[src/rtl/uart_pkg.sv]
// ============================================================================
// uart_pkg : shared UART types, defaults and round-robin pick helper
// Rev 1.0
// ============================================================================
`default_nettype none

package uart_pkg;

  localparam int UART_DATA_W = 8;

  typedef enum logic [0:0] {
    IDLE   = 1'b0,
    LOCKED = 1'b1
  } arb_state_e;

  // Search upward from last_grant+1 (mod num_req); fixed 8-slot loop bounds the hardware.
  function automatic logic [2:0] rr_pick(
    input logic [7:0]  valid,
    input logic [2:0]  last_grant,
    input int unsigned num_req
  );
    logic [2:0]  pick;
    logic        found;
    int unsigned idx;
    pick  = '0;
    found = 1'b0;
    for (int unsigned k = 1; k <= 8; k++) begin
      idx = (32'(last_grant) + k) % num_req;
      if (!found && (k <= num_req) && valid[3'(idx)]) begin
        pick  = 3'(idx);
        found = 1'b1;
      end
    end
    return pick;
  endfunction

endpackage

`default_nettype wire

[src/rtl/rr_pick_comb.sv]
// ============================================================================
// rr_pick_comb : combinational round-robin priority picker
// Rev 1.0
// ============================================================================
`default_nettype none

module rr_pick_comb
  import uart_pkg::*;
#(
  parameter int NUM_REQ = 4,
  parameter int ID_W    = (NUM_REQ > 1) ? $clog2(NUM_REQ) : 1
) (
  input  logic [NUM_REQ-1:0] i_valid,
  input  logic [ID_W-1:0]    i_last_grant,
  output logic [ID_W-1:0]    o_idx,
  output logic               o_any_valid
);

  logic [7:0] w_valid_ext;
  logic [2:0] w_last_ext;
  logic [2:0] w_pick;

  assign w_valid_ext = 8'(i_valid);
  assign w_last_ext  = 3'(i_last_grant);
  assign w_pick      = rr_pick(w_valid_ext, w_last_ext, NUM_REQ);
  assign o_idx       = ID_W'(w_pick);
  assign o_any_valid = |i_valid;

endmodule

`default_nettype wire

[src/rtl/uart_tx_wr_arbiter.sv]
// ============================================================================
// uart_tx_wr_arbiter : packet-atomic round-robin arbiter for the TX FIFO write port
// Rev 1.0
// ============================================================================
`default_nettype none

module uart_tx_wr_arbiter
  import uart_pkg::*;
#(
  parameter int DATA_W  = UART_DATA_W,
  parameter int NUM_REQ = 4,
  parameter int MAX_PKT = 16,
  localparam int ID_W   = (NUM_REQ > 1) ? $clog2(NUM_REQ) : 1,
  localparam int CNT_W  = $clog2(MAX_PKT + 1)
) (
  input  logic                      clk_wr,
  input  logic                      reset,
  input  logic                      i_arb_en,
  input  logic [NUM_REQ-1:0]        i_req_valid,
  input  logic [NUM_REQ-1:0]        i_req_last,
  input  logic [NUM_REQ*DATA_W-1:0] i_req_data,
  output logic [NUM_REQ-1:0]        o_req_ready,
  input  logic                      i_fifo_full,
  output logic                      o_fifo_wr_en,
  output logic [DATA_W-1:0]         o_fifo_data,
  output logic [ID_W-1:0]           o_grant_id,
  output logic                      o_busy,
  output logic                      o_trunc_err
);

  localparam logic [CNT_W-1:0] c_CNT_LAST  = CNT_W'(MAX_PKT - 1);
  localparam logic [ID_W-1:0]  c_LAST_INIT = ID_W'(NUM_REQ - 1);

  arb_state_e       r_state;
  logic [ID_W-1:0]  r_grant_id;
  logic [ID_W-1:0]  r_last_grant;
  logic [CNT_W-1:0] r_beat_cnt;
  logic             r_trunc_err;

  arb_state_e       w_state_nxt;
  logic [ID_W-1:0]  w_grant_nxt;
  logic [ID_W-1:0]  w_last_grant_nxt;
  logic [CNT_W-1:0] w_beat_cnt_nxt;
  logic             w_trunc_nxt;

  logic [ID_W-1:0]  w_pick;
  logic             w_any_valid;
  logic             w_xfer;
  logic             w_sel_last;

  rr_pick_comb #(
    .NUM_REQ (NUM_REQ),
    .ID_W    (ID_W)
  ) u_pick (
    .i_valid      (i_req_valid),
    .i_last_grant (r_last_grant),
    .o_idx        (w_pick),
    .o_any_valid  (w_any_valid)
  );

  always_ff @(posedge clk_wr or posedge reset) begin
    if (reset) begin
      r_state      <= IDLE;
      r_grant_id   <= '0;
      r_last_grant <= c_LAST_INIT;
      r_beat_cnt   <= '0;
      r_trunc_err  <= 1'b0;
    end else begin
      r_state      <= w_state_nxt;
      r_grant_id   <= w_grant_nxt;
      r_last_grant <= w_last_grant_nxt;
      r_beat_cnt   <= w_beat_cnt_nxt;
      r_trunc_err  <= w_trunc_nxt;
    end
  end

  always_comb begin
    w_state_nxt      = r_state;
    w_grant_nxt      = r_grant_id;
    w_last_grant_nxt = r_last_grant;
    w_beat_cnt_nxt   = r_beat_cnt;
    w_trunc_nxt      = 1'b0;
    w_xfer           = 1'b0;
    w_sel_last       = 1'b0;
    o_req_ready      = '0;
    o_fifo_wr_en     = 1'b0;
    o_fifo_data      = '0;

    case (r_state)
      IDLE: begin
        if (i_arb_en && w_any_valid) begin
          w_state_nxt    = LOCKED;
          w_grant_nxt    = w_pick;
          w_beat_cnt_nxt = '0;
        end
      end
      LOCKED: begin
        // full gates the write here so the FIFO never sees wr_en while full
        w_xfer                  = i_req_valid[r_grant_id] & ~i_fifo_full;
        w_sel_last              = i_req_last[r_grant_id];
        o_req_ready[r_grant_id] = ~i_fifo_full;
        o_fifo_wr_en            = w_xfer;
        o_fifo_data             = i_req_data[r_grant_id*DATA_W +: DATA_W];
        if (w_xfer) begin
          w_beat_cnt_nxt = r_beat_cnt + 1'b1;
          if (w_sel_last || (r_beat_cnt == c_CNT_LAST)) begin
            w_state_nxt      = IDLE;
            w_last_grant_nxt = r_grant_id;
            w_trunc_nxt      = ~w_sel_last;
          end
        end
      end
      default: w_state_nxt = IDLE;
    endcase
  end

  assign o_grant_id  = r_grant_id;
  assign o_busy      = (r_state == LOCKED);
  assign o_trunc_err = r_trunc_err;

endmodule

`default_nettype wire
[config.mk]
export PLATFORM = sky130hd
export DESIGN_NAME = uart_tx_wr_arbiter
export DESIGN_NICKNAME = d
export VERILOG_FILES = /design/src/rtl/uart_pkg.sv /design/src/rtl/rr_pick_comb.sv /design/src/rtl/uart_tx_wr_arbiter.sv
export SDC_FILE = /design/constraint.sdc
export NUM_CORES = 1
export LEC_CHECK = 0
export ABC_AREA = 1
export CORE_MARGIN = 8
export CORE_UTILIZATION = 30
export CTS_BUF_LIST = sky130_fd_sc_hd__clkbuf_2
export CTS_CLUSTER_DIAMETER = 150
export DETAILED_ROUTE_END_ITERATION = 10
export PLACE_DENSITY = 0.76
export SYNTH_ARGS = -nofsm -noshare
export SYNTH_HDL_FRONTEND = slang
export SYNTH_SLANG_ARGS = --single-unit
[constraint.sdc]
create_clock -name clk_wr -period 2.9 [get_ports clk_wr]
set_input_delay 0.435 -clock clk_wr [delete_from_list [all_inputs] [get_ports clk_wr]]
set_output_delay 0.435 -clock clk_wr [all_outputs]
set_load 0.05 [all_outputs]
* After elaboration in Yosys (flattened, before gate mapping)
Index checks and enable logic that the tools add are counted.
** Word-level totals
- Output and inout bits :: 17
- Word-level logic and storage cells :: 72
- Flip-flop bits (word level) :: 11
- Input bits :: 44
** Cells by class
- Equality and inequality tests :: 3
- Mux-type cells :: 34
- $add $sub $neg :: 5
- Reduce and logical (&&, ||, !) cells :: 13
- Magnitude comparators :: 6
- Bitwise logic cells :: 5
- Shifts and indexed selects :: 1
** Operator list (count)
- $shiftx 32x6->8 :: 1
- $mux 1 :: 17
- $lt 2x4->1 const B :: 4
- $bmux 1 s2 :: 6
- $mux 5 :: 2
- $pmux 5 s2 :: 1
- $mux 2 :: 4
- $mux 8 :: 1
- $add 5x1->5 const B :: 1
- $eq 5x4->1 const B :: 1
- $logic_and 1x1->1 :: 5
- $add 2x1->2 const B :: 2
- $add 2x2->2 const B :: 2
- $and 4x4->4 :: 1
- $mux 4 :: 1
- $reduce_and 2->1 :: 2
- $reduce_or 4->1 :: 1
- $logic_not 1->1 :: 3
- $lt 2x3->1 const B :: 1
- $not 1->1 :: 3
- $reduce_and 3->1 :: 1
- $demux 1 s2 :: 1
- $ge 2x1->1 const B :: 1
- $ne 2x1->1 const B :: 1
- other kinds (4) :: 4

* Depth between registers and ports, before layout
- Depth after elaboration :: 13
- Depth in mapped cells :: 12
- Gate-level depth less buffers :: 11

* Modules after synthesis
Synthesis repeated with hierarchy kept, for this count alone.
** Second synthesis, totals
- Cells, all modules :: 180
- Area, all modules :: 1238.7 µm²
** Modules (own cells, without submodules)
- uart_tx_wr_arbiter :: area each 937.1 µm², seq. area each 277.8 µm², cells each 130, instances 1
- rr_pick_comb :: area each 301.5 µm², seq. area each 0.0 µm², cells each 50, instances 1

* Least setup slack after synthesis
Ideal clock, no wire load.
- Kind :: register to output
- From :: register r_grant_id[1] (netlist: o_grant_id[1])
- To :: output port o_fifo_data[0]
- Path buffers :: 2
- Arrival :: 2.181 ns
- Cell stages (with the launch flop) :: 5
- Required time :: 2.465 ns
- Setup slack :: 0.284 ns
- Cell sequence :: dfrtp_1 > buf_4 > clkbuf_1 > nand3_1 > a31oi_1
** On the way
- Cells in the longest elaborated chain, start to end :: 2
** Ends and longest elaborated chain
- from (decl) :: RTL line uart_tx_wr_arbiter.sv:35 : logic [ID_W-1:0] r_grant_id;
- from (signal assigned) :: RTL line uart_tx_wr_arbiter.sv:70 : r_grant_id <= w_grant_nxt;
- $shiftx 32x6->8 :: RTL line uart_tx_wr_arbiter.sv:103 : o_fifo_data = i_req_data[r_grant_id*DATA_W +: DATA_W];
- $mux 8 :: RTL line uart_tx_wr_arbiter.sv:89 : case (r_state)
- to (decl) :: RTL line uart_tx_wr_arbiter.sv:25 : output logic [DATA_W-1:0] o_fifo_data,
No other way between the ends.

* Worst setup path after layout
- From :: register r_grant_id[1] (netlist: o_grant_id[1])
- To :: output port o_fifo_wr_en
** On the way
- Cells in the longest elaborated chain, start to end :: 4
** Ends and longest elaborated chain
- $bmux 1 s2 :: RTL line uart_tx_wr_arbiter.sv:99 : w_xfer = i_req_valid[r_grant_id] & ~i_fifo_full;
- $mux 1 (not written as such) :: RTL line uart_tx_wr_arbiter.sv:99
- $and 1x1->1 :: RTL line uart_tx_wr_arbiter.sv:99
- $mux 1 :: RTL line uart_tx_wr_arbiter.sv:89
- to (decl) :: RTL line uart_tx_wr_arbiter.sv:24 : output logic o_fifo_wr_en,
No other way between the ends. The select of a mux whose other input is x is not followed.

==> reports/qor_table.md <==
| Quantity | Value | Unit |
|---|---|---|
| Total leakage power | 0.780 | nW |
| Sinks on Clock Net | 11 | - |
| Net count after synthesis | 212 | - |
| Capturing point of the worst reg2reg path | r_last_grant[0] | - |
| Final routed wire length divided by cell count | 12.2 | um |
| Vias in the first global route | 1276 | - |
| Shortest clock period the worst path allows after layout | 2.46 | ns |
| R2R setup slack | 1.02 | ns |
| Initial DRC Count | 49 | - |
| CTS-repair resized insts | 0 | - |
| Worst hold margin | 0.457 | ns |
| Crit Path Category | reg -> out | - |
| Detail Placement HPWL | 2820 | um |
| Ports | 61 | - |
| Number of remaining DRC errors | 0 | - |
| Max Freq | 407 | MHz |
| Highest-count cells in the layout ignoring fill and taps | nand2_1 (49), clkdlybuf4s50_1 (47), nand3_1 (24), inv_1 (15), buf_4 (13) | - |
| Port Buf Inserts | 60 | - |
| CTS root buffer | clkbuf_2 | - |
| Via count normalized by instance count | 4.91 | - |
| Number of nets with antenna violations after routing | 0 | - |
| Number of fill cells | 363 | - |
| Library cell occupying the most area in the post-synthesis netlist | dfrtp_1 | - |
| Count of cell types in the netlist | 24 | - |
| Capture point of the critical path | o_fifo_wr_en | - |
| Cell count after synthesis | 166 | - |
| Top cells by area in the synthesized netlist | dfrtp_1 (21%), nand2_1 (17%), nand3_1 (11%) | - |
| Power per cell area | 1060 | nW/um^2 |
| Area of the core region | 3360 | um^2 |
| Status | finished, final reports clean | - |
| Worst hold-check path type | in -> async | - |
| CTS tree | yes | - |
| Actual slew at the worst max-slew pin | 0.668 | ns |
| Number of setup violations in the final report | 0 | - |
| Most common library cell in the layout ignoring fill and taps | nand2_1 | - |
| Clock H-tree levels | 1 | - |
| Antenna violations before repair | 0 | - |
| Worst Path Max Fanout | 22 | - |
| Die X-Extent | 75.6 | um |
| Worst-Skew Late Latency | 0.26 | ns |
| Total die area | 5710 | um^2 |
| Headroom to the max-slew limit | 55.5 | % |
| Number of detailed-routing iterations run before antenna repair | 6 | - |
| Signed area change from the synthesized netlist to the final layout | 57.8 | % |
| Final weighted congestion of routability-driven global placement | 0.783 | - |
| Number of cells traversed by the worst register-to-register path | 8 | - |
| Fraction of final layout cells with drive strength greater than 1 | 16.4 | % |
| Die boundary height | 75.6 | um |
| Register clock-pin slew on the reported worst setup and hold paths | 0.11 | ns |
| Maxcap violations | 0 | - |
| Unrepaired setup endpoints after global routing | false | - |
| Number of hold-repair buffers added at the cts stage | 0 | - |
| CP Launch Type | flop | - |
| Vias | 1331 | - |
| Final Hold Violating Endpoints | 0 | - |
| Placement row count | 21 | - |
| Area occupied by multi-input gates | 678 | um^2 |
| Worst-case clock skew | 0.00545 | ns |
| First-pass GRT wire length | 5290 | um |
| Proportion of netlist area held by the largest area contributor | 21.2 | % |
| Number of antenna repair diodes | 0 | - |
| Overall routed net length | 3310 | um |
| TNS Setup | 0 | ns |
| Final max-slew violation count | 0 | - |
| Count of state elements after synthesis | 11 | - |
| Worst VDD drop | 0.000582 | V |
| Number of setup buffers added after CTS | 0 | - |
| Number of warnings issued by yosys | 0 | - |
| Total Nets Final | 272 | - |
| Maximum buffer depth of the clock tree | 2 | - |
| Syn Std Cell Area | 1060 | um^2 |
| Total track usage | 11.7 | % |
| Arr. time, crit path | 2.02 | ns |
| Effective utilization at floorplan | 31.7 | % |
| Total gr overflow | 0 | - |
| Storage cell area | 278 | um^2 |
| Worst endpoint required time | 2.47 | ns |
| First element of the critical path | o_grant_id[1] | - |
| Pin count of the biggest net entering global routing | 23 | - |
| Mean instance size in the synthesized netlist | 6.41 | um^2 |
| Element type at the critical path end | primary output | - |
| Final period util | 84.7 | % |
| Worst reg2reg startpoint | o_grant_id[1] | - |
| Number of CTS-inserted buffers | 3 | - |
| Share of the yosys chip area belonging to registers | 26.1 | % |
metrics by stage:
stage                     instance area [um^2]  power [mW]  worst slack (ns)  utilization, %  std cells
after floorplan                           1060        1.34             0.284               -        166
final                                     1680        1.78             0.444            50.0        271
after global placement                    1660        1.69             0.787            49.4        267
after global routing                      1680        1.93             0.294            50.0        271
after CTS                                 1680        1.79             0.442            50.0        271
after detailed placement                  1660        1.70             0.748            49.4        267
metal layers:
metal / global-route usage, % / vias up / wire (um)
met4: 3.84 / 0 / 36
met5: 0 / - / 0
met1: 13.1 / 580 / 1400
met3: 5.13 / 4 / 364
met2: 19.2 / 61 / 1510
li1: - / 686 / -
flip-flops by register name, summed over array words and instances (netlist names):
| register | count |
|---|---|
| r_last_grant | 2 |
| o_busy | 1 |
| o_grant_id | 2 |
| o_trunc_err | 1 |
| r_beat_cnt | 5 |
kinds of logic after synthesis:
group / Yosys count / share of synthesized area (%)
flops: 11 / 26.1
compound gates: 30 / 18.7
simple gates: 97 / 42.7
fa+ha+maj: 2 / 2.35
buf+inv: 26 / 10.2
area by class of cell:
type	instances	area share, %
Clock buffer	4	1.19
Inverter	21	4.69
Multi-Input combinational cell	129	40.4
Sequential cell	11	16.5
Tap cell	46	3.43
Timing Repair Buffer	60	33.8
power by group:
part           switching [mW]  leakage [nW]  internal [mW]
combinational           0.893         0.629          0.446
clock                  0.0508        0.0166         0.0366
sequential              0.132         0.134          0.223
Yosys cell counts:
library cell,instances
a22oi_1,10
a31oi_1,10
buf_4,3
clkbuf_1,2
dfrtp_1,9
dfstp_2,2
ha_1,2
inv_1,15
inv_2,6
nand2_1,49
nand2_2,3
nand3_1,24
nand4_1,4
nor2_1,9
nor2_2,3
nor2_4,1
nor2_8,1
nor3_2,1
o21ai_0,1
o21ai_1,6
o21bai_1,1
o22ai_1,1
o22ai_2,1
or2_2,2
worst max-delay path, cell delays in order (launching register included):
cell     delay [ns]
dfrtp_1        0.64
nor2_2         0.48
inv_2          0.08
o22ai_2        0.11
nor2_2         0.08
nor2_8         0.15
buf_4          0.22
how the worst min path moves through the flow:
stage	startpoint	to	slack (ns)	cells past startpoint
after floorplan	reset	o_busy	0.29	1
after global placement	r_beat_cnt[4]	r_beat_cnt[4]	0.48	2
after detailed placement	r_beat_cnt[4]	r_beat_cnt[4]	0.48	2
after CTS	reset	r_beat_cnt[2]	0.46	2
after global routing	reset	o_grant_id[1]	0.48	2
final	reset	r_beat_cnt[1]	0.46	2
Power figures use the tool's default switching activity.
